==> config.mk <==
export PLATFORM = sky130hd
export DESIGN_NAME = effect_bypass_xfade
export DESIGN_NICKNAME = d
export VERILOG_FILES = /design/src/rtl/audio_fx_pkg.sv /design/src/rtl/xfade_delay_line.sv /design/src/rtl/effect_bypass_xfade.sv
export SDC_FILE = /design/constraint.sdc
export NUM_CORES = 1
export LEC_CHECK = 0
export CELL_PAD_IN_SITES_DETAIL_PLACEMENT = 1
export CELL_PAD_IN_SITES_GLOBAL_PLACEMENT = 1
export CORE_ASPECT_RATIO = 0.8
export CORE_MARGIN = 3
export CORE_UTILIZATION = 30
export DETAILED_ROUTE_END_ITERATION = 6
export GPL_TIMING_DRIVEN = 0
export PLACE_DENSITY = 0.84
export SYNTH_ARGS = -nofsm -noshare
export SYNTH_HDL_FRONTEND = slang
export SYNTH_HIERARCHICAL = 1
export SYNTH_SLANG_ARGS = --single-unit
==> constraint.sdc <==
create_clock -name clk -period 1.8 [get_ports clk]
set_input_delay 0.36 -clock clk [delete_from_list [all_inputs] [get_ports clk]]
set_output_delay 0.36 -clock clk [all_outputs]
set_load 0.005 [all_outputs]
==> src/rtl/audio_fx_pkg.sv <==
`default_nettype none
// ============================================================================
//  Module   : audio_fx_pkg
//  Purpose  : Shared types and helpers for the effect-slot crossfade wrapper.
//             Holds the slot state encoding and the mix-width helper.
//  Revision : 1.0  initial release
// ============================================================================
package audio_fx_pkg;

    // Slot state: dry, ramping to wet, fully wet, ramping back to dry
    typedef enum logic [1:0] {
        BYPASS   = 2'd0,
        FADE_IN  = 2'd1,
        ACTIVE   = 2'd2,
        FADE_OUT = 2'd3
    } xfade_state_t;

    // Headroom above the sample width: one bit for the unsigned gain weight,
    // one for the sum of the two weighted products
    localparam int MIX_GUARD_BITS = 2;

    // Width of the signed per-channel products and their sum
    function automatic int mix_width(input int data_width, input int fade_log2);
        return data_width + fade_log2 + MIX_GUARD_BITS;
    endfunction

endpackage
`default_nettype wire

==> src/rtl/xfade_delay_line.sv <==
`default_nettype none
// ============================================================================
//  Module   : xfade_delay_line
//  Purpose  : Fixed-latency shift register carrying a data word plus its
//             valid strobe. LATENCY = 0 degenerates to plain wiring.
//             Synchronous active-low reset flushes every stage to zero.
//  Revision : 1.0  initial release
// ============================================================================
module xfade_delay_line #(
    parameter int WIDTH   = 64,
    parameter int LATENCY = 1
) (
    input  logic             clk,
    input  logic             reset_n,
    input  logic [WIDTH-1:0] i_data,
    input  logic             i_valid,
    output logic [WIDTH-1:0] o_data,
    output logic             o_valid
);

    if (LATENCY == 0) begin : g_passthru
        logic w_unused;
        assign w_unused = &{1'b0, clk, reset_n};
        assign o_data   = i_data;
        assign o_valid  = i_valid;
    end else begin : g_shift
        logic [WIDTH-1:0]   r_data [LATENCY];
        logic [LATENCY-1:0] r_valid;

        // Shift data and strobe one stage per clock; reset discards in-flight samples
        always_ff @(posedge clk) begin
            if (!reset_n) begin
                for (int i = 0; i < LATENCY; i++) begin
                    r_data[i] <= '0;
                end
                r_valid <= '0;
            end else begin
                r_data[0]  <= i_data;
                r_valid[0] <= i_valid;
                for (int i = 1; i < LATENCY; i++) begin
                    r_data[i]  <= r_data[i-1];
                    r_valid[i] <= r_valid[i-1];
                end
            end
        end

        assign o_data  = r_data[LATENCY-1];
        assign o_valid = r_valid[LATENCY-1];
    end

endmodule
`default_nettype wire

==> src/rtl/effect_bypass_xfade.sv <==
`default_nettype none
// ============================================================================
//  Module   : effect_bypass_xfade
//  Purpose  : Effect-slot wrapper. Delays the dry signal to line up with the
//             effect output, then mixes dry/wet with a shared gain G that
//             ramps 0..2^FADE_LOG2 over one sample per step on enable/bypass.
//  Options  : EFFECT_XFADE_EN - when defined, crossfade ramps are built;
//             otherwise the output is a hard dry/wet select (no multipliers).
//  Revision : 1.0  initial release
// ============================================================================
module effect_bypass_xfade
    import audio_fx_pkg::*;
#(
    parameter int DATA_WIDTH = 32,
    parameter int CHANNELS   = 2,
    parameter int LATENCY    = 1,
    parameter int FADE_LOG2  = 8
) (
    input  logic                         clk,
    input  logic                         reset_n,
    input  logic                         bypass,
    input  logic                         sample_valid,
    input  logic [CHANNELS*DATA_WIDTH-1:0] audio_in,
    input  logic [CHANNELS*DATA_WIDTH-1:0] wet_in,
    input  logic                         wet_valid,
    output logic [CHANNELS*DATA_WIDTH-1:0] audio_out,
    output logic                         audio_out_valid,
    output logic                         fading,
    output logic                         wet_err
);

    localparam int c_W = CHANNELS * DATA_WIDTH;

    logic [c_W-1:0] w_dry_d;
    logic           w_dv;
    logic [c_W-1:0] w_mix;
    logic [c_W-1:0] r_audio_out;
    logic           r_out_valid;
    logic           r_wet_err;

    xfade_delay_line #(
        .WIDTH   (c_W),
        .LATENCY (LATENCY)
    ) u_dry_delay (
        .clk     (clk),
        .reset_n (reset_n),
        .i_data  (audio_in),
        .i_valid (sample_valid),
        .o_data  (w_dry_d),
        .o_valid (w_dv)
    );

`ifdef EFFECT_XFADE_EN
    localparam int              c_MW = mix_width(DATA_WIDTH, FADE_LOG2);
    localparam logic [FADE_LOG2:0] c_N = {1'b1, {FADE_LOG2{1'b0}}};

    xfade_state_t       r_state;
    xfade_state_t       w_state_nxt;
    logic [FADE_LOG2:0] r_gain;
    logic [FADE_LOG2:0] w_gain_nxt;
    logic [FADE_LOG2:0] w_gain_up;
    logic [FADE_LOG2:0] w_gain_dn;
    logic [FADE_LOG2:0] w_inv_gain;
    logic               r_fading;
    logic signed [c_MW-1:0] w_k_dry;
    logic signed [c_MW-1:0] w_k_wet;

    assign w_gain_up  = r_gain + 1'b1;
    assign w_gain_dn  = r_gain - 1'b1;
    assign w_inv_gain = c_N - r_gain;
    assign w_k_dry    = {{(c_MW-FADE_LOG2-1){1'b0}}, w_inv_gain};
    assign w_k_wet    = {{(c_MW-FADE_LOG2-1){1'b0}}, r_gain};

    // Next state/gain: step G one unit toward 0 (bypass) or N (active);
    // a reversal mid-ramp just changes direction, so G never jumps
    always_comb begin
        w_state_nxt = r_state;
        w_gain_nxt  = r_gain;
        case (r_state)
            BYPASS: begin
                if (!bypass) begin
                    w_state_nxt = FADE_IN;
                    w_gain_nxt  = w_gain_up;
                end
            end
            FADE_IN, FADE_OUT: begin
                if (!bypass) begin
                    w_gain_nxt  = w_gain_up;
                    w_state_nxt = (w_gain_up == c_N) ? ACTIVE : FADE_IN;
                end else begin
                    w_gain_nxt  = w_gain_dn;
                    w_state_nxt = (w_gain_dn == '0) ? BYPASS : FADE_OUT;
                end
            end
            ACTIVE: begin
                if (bypass) begin
                    w_state_nxt = FADE_OUT;
                    w_gain_nxt  = w_gain_dn;
                end
            end
            default: begin
                w_state_nxt = BYPASS;
                w_gain_nxt  = '0;
            end
        endcase
    end

    // Advance state and gain once per aligned dry sample
    always_ff @(posedge clk) begin
        if (!reset_n) begin
            r_state  <= BYPASS;
            r_gain   <= '0;
            r_fading <= 1'b0;
        end else if (w_dv) begin
            r_state  <= w_state_nxt;
            r_gain   <= w_gain_nxt;
            r_fading <= (w_state_nxt == FADE_IN) || (w_state_nxt == FADE_OUT);
        end
    end

    assign fading = r_fading;

    for (genvar ch = 0; ch < CHANNELS; ch++) begin : g_ch
        logic signed [DATA_WIDTH-1:0] w_dry;
        logic signed [DATA_WIDTH-1:0] w_wet;
        logic signed [c_MW-1:0]       w_dry_x;
        logic signed [c_MW-1:0]       w_wet_x;
        logic signed [c_MW-1:0]       w_sum;
        logic                         w_unused_bits;

        assign w_dry   = w_dry_d[ch*DATA_WIDTH +: DATA_WIDTH];
        assign w_wet   = wet_in[ch*DATA_WIDTH +: DATA_WIDTH];
        assign w_dry_x = {{(c_MW-DATA_WIDTH){w_dry[DATA_WIDTH-1]}}, w_dry};
        assign w_wet_x = {{(c_MW-DATA_WIDTH){w_wet[DATA_WIDTH-1]}}, w_wet};
        assign w_sum   = (w_dry_x * w_k_dry) + (w_wet_x * w_k_wet);
        // Dropping the low FADE_LOG2 bits of a two's-complement value is an
        // arithmetic shift (floor); the convex mix always fits back in DATA_WIDTH
        assign w_mix[ch*DATA_WIDTH +: DATA_WIDTH] = w_sum[FADE_LOG2 +: DATA_WIDTH];
        assign w_unused_bits = ^{w_sum[c_MW-1 -: 2], w_sum[FADE_LOG2-1:0]};
    end
`else
    logic r_wet_sel;

    // Hard switch: remember whether the next sample should come from the effect
    always_ff @(posedge clk) begin
        if (!reset_n) begin
            r_wet_sel <= 1'b0;
        end else if (w_dv) begin
            r_wet_sel <= ~bypass;
        end
    end

    assign fading = 1'b0;

    for (genvar ch = 0; ch < CHANNELS; ch++) begin : g_ch
        assign w_mix[ch*DATA_WIDTH +: DATA_WIDTH] = r_wet_sel ?
            wet_in[ch*DATA_WIDTH +: DATA_WIDTH] : w_dry_d[ch*DATA_WIDTH +: DATA_WIDTH];
    end
`endif

    // Registered mix stage plus sticky wet/dry strobe disagreement flag
    always_ff @(posedge clk) begin
        if (!reset_n) begin
            r_audio_out <= '0;
            r_out_valid <= 1'b0;
            r_wet_err   <= 1'b0;
        end else begin
            r_out_valid <= w_dv;
            if (w_dv) begin
                r_audio_out <= w_mix;
            end
            if (w_dv != wet_valid) begin
                r_wet_err <= 1'b1;
            end
        end
    end

    assign audio_out       = r_audio_out;
    assign audio_out_valid = r_out_valid;
    assign wet_err         = r_wet_err;

endmodule
`default_nettype wire

==> flow_metrics.py <==
metrics = {
    "run_status": {
        "status": "complete, no violations",
    },
    "global_route": {
        "grt_max_degree": 17,
        "grt_antenna_before_repair": 0,
        "grt_pass1_vias": 4403,
        "grt_pass1_wl_um": 22900,
        "grt_overflow_total": 0,
        "grt_usage_pct": 17.8,
    },
    "clocking": {
        "clock_path_buffers": 2,
        "htreeDepth": 4,
        "insertion_delay_ps": 420,
        "cts_sinks": 132,
        "clkTransAtPathRegs_ps": 60,
        "post_cts_resized": 0,
        "cts_buffers": 17,
        "tritoncts": "yes",
        "post_cts_buffers": 0,
        "cts_hold_buf": 0,
        "root_buffer": "clkbuf_16",
    },
    "yosys": {
        "ys_seq_area_share_pct": 57.2,
        "synth_top_family_by_area": "compound AO/OA/AOI/OAI gates",
        "synth_area_mm2": 0.00462,
        "syn_avg_cell_area_um2": 10.7,
        "synthAdderAreaFrac_pct": 0,
        "synth_simple_gate_area_share_pct": 9.02,
        "synth_nets": 564,
        "yosys_warnings": 6,
        "muxShareOfSynthArea_pct": 13.9,
        "synth_cells": 431,
        "synth_compound_area_share_pct": 14.2,
        "synth_cell_types": 15,
        "yosys.area_share.xor_xnor_pct": 0.190,
        "synth-seq-cells": 132,
    },
    "pwr": {
        "ir_drop_uv": 615,
        "seqPwrFrac_pct": 41.6,
        "p_int_uw": 5970,
        "switching_power_uw": 1670,
        "p_sw_share_pct": 21.8,
        "combPwrFrac_pct": 12.4,
        "p_leak_uw": 0.00283,
        "p_per_area_mw_per_mm2": 1030,
        "clock_power_share_pct": 46.0,
    },
    "timing": {
        "setup_violations": 0,
        "skew_ps": 11.8,
        "finalHoldViolCount": 0,
        "finalCritPeriodShare_pct": 92.4,
        "report.final.slew_viol_count": 0,
        "rsz0062_at_grt": "false",
        "fmax_mhz": 601,
        "finalSetupTns_ps": 0,
        "min_period_ps": 1660,
    },
    "place": {
        "portBuffers": 197,
        "place_inst": 833,
        "hpwl_um": 11100,
        "placed_area_mm2": 0.00685,
        "gp_congestion": 0.770,
    },
    "floorplan": {
        "fp-row-count": 39,
        "die_h_um": 117,
        "die_area_mm2": 0.0169,
        "core_area_mm2": 0.0147,
        "die_x_um": 145,
        "boundaryPins": 200,
        "initial_core_util_pct": 31.5,
    },
    "critical_path": {
        "cp-endpoint": "audio_out[45]",
        "end_kind": "output port",
        "crit_buf_inv": 1,
        "rrSetupSlack_ps": 480,
        "reg2regPathDepth": 3,
        "crit_family": "buffers and inverters",
        "crit_required_ps": 1440,
        "arrival_ps": 1300,
        "criticalPathCategory": "flop to output port",
        "startpoint_type": "flop",
        "r2r_end": "audio_out[5]",
        "worst-path-max-fanout": 2,
        "cp-startpoint": "audio_out[45]",
        "r2r_start": "u_dry_delay/o_valid",
        "crit_cells": 1,
        "cp_slowest_stage_delay_ps": 550,
        "path_cells": "clkdlybuf4s50_1",
        "cp_slowest_cell": "clkdlybuf4s50_1",
    },
    "detailed_routing": {
        "wl_um": 14900,
        "firstDrtPassIters": 4,
        "vias": 3959,
        "drt-initial-drc-count": 138,
        "avgViaCountPerCell": 4.58,
        "drc": 0,
        "antenna_left": 0,
        "wl_per_cell_um": 17.2,
    },
    "layout": {
        "final_cell_area_mm2": 0.00745,
        "drive_gt1_share_pct": 8.65,
        "antennaDiodeCount": 0,
        "syn_to_final_growth_pct": 61.3,
        "nets": 780,
        "final_cells": 864,
    },
    "min_path": {
        "min_path_type": "primary input to flop",
    },
    "job": {
        "drv_cap": 0,
    },
}
[per-stage QoR]
step                      setup WS [ps]  hold WS, ps  power [µW]  utilization (%)
final                               137          253        7640             50.7
after detailed placement            473          499        4190             46.6
after global routing               73.0          254        7950             50.7
after CTS                           119          247        7720             50.7
after global placement              518          465        4150             46.6
after floorplan                     800          464        3580                -
[power by group through the flow]
stage          combinational, µW  clock (µW)  sequential (µW)
6_report                     947        3520             3180
5_1_grt                     1030        3730             3190
4_1_cts                      962        3580             3180
3_5_place_dp                 951           0             3240
3_3_place_gp                 924           0             3230
2_1_floorplan                352           0             3230
[registers in the layout, summed over array words and instances (netlist names)]
register / cells
audio_out: 64
audio_out_valid: 1
wet_err: 1
r_wet_sel: 1
u_dry_delay/g_shift.r_data: 64
u_dry_delay/o_valid: 1
[metal layers]
| layer | part of all wire (%) | GRT usage (%) |
|---|---|---|
| met4 | 1.1 | 5.22 |
| met3 | 7.9 | 7.92 |
| met2 | 49 | 30.0 |
| met1 | 42 | 20.4 |
| met5 | 0 | 0 |
[cells in the final DEF, fill, tap and decap left out, drive strengths merged]
| cell type | Yosys | final |
|---|---|---|
| clkdlybuf4s50 | 0 | 197 |
| dfxtp | 132 | 132 |
| and2 | 66 | 66 |
| mux2i | 64 | 64 |
| a21oi | 64 | 64 |
| o21ai | 64 | 64 |
| clkbuf | 8 | 30 |
| buf | 28 | 28 |
| clkinvlp | 0 | 3 |
| clkinv | 0 | 3 |
| bufinv | 0 | 3 |
| nand2 | 1 | 1 |
| o211a | 1 | 1 |
| xor2 | 1 | 1 |
| o21a | 1 | 1 |
| conb | 1 | 1 |
[Yosys cell counts]
master,count,area share (%)
and2_1,66,8.9
o21ai_1,1,0.11
o211a_1,1,0.22
xor2_1,1,0.19
clkbuf_1,8,0.65
nand2_1,1,0.081
mux2i_1,64,14
o21ai_0,63,6.8
buf_2,14,1.5
conb_1,1,0.081
dfxtp_1,132,57
a21oi_1,64,6.9
buf_6,12,2.9
buf_4,2,0.32
o21a_1,1,0.16
[worst min path at each step]
stage | cells past startpoint | start | to
final | 2 | reset_n | u_dry_delay/g_shift.r_data[0][10]
after global routing | 2 | reset_n | u_dry_delay/g_shift.r_data[0][63]
after CTS | 2 | reset_n | u_dry_delay/g_shift.r_data[0][62]
after detailed placement | 1 | wet_err | wet_err
after global placement | 1 | wet_err | wet_err
after floorplan | 1 | wet_err | wet_err
[worst reg2reg max path, cell delays in order (launching register included)]
cell and delay [ps]:
dfxtp_1 500, clkbuf_1 400, o21ai_0 200, a21oi_1 160
[kinds of logic after synthesis]
family | Yosys count
multiplexers | 64
buffers and inverters | 36
AND/OR/NAND/NOR | 67
XOR/XNOR | 1
flip-flops | 132
AO/OA/AOI/OAI | 130
other | 1
[final cells by class]
class,count,area [µm²]
multi-input combinational,263,1730
timing repair buffer,197,1970
tap,205,256
buffer,36,250
clock inverter,9,128
sequential,132,2640
fill,1598,7240
clock buffer,22,474
(Power assumes the default switching activity.)
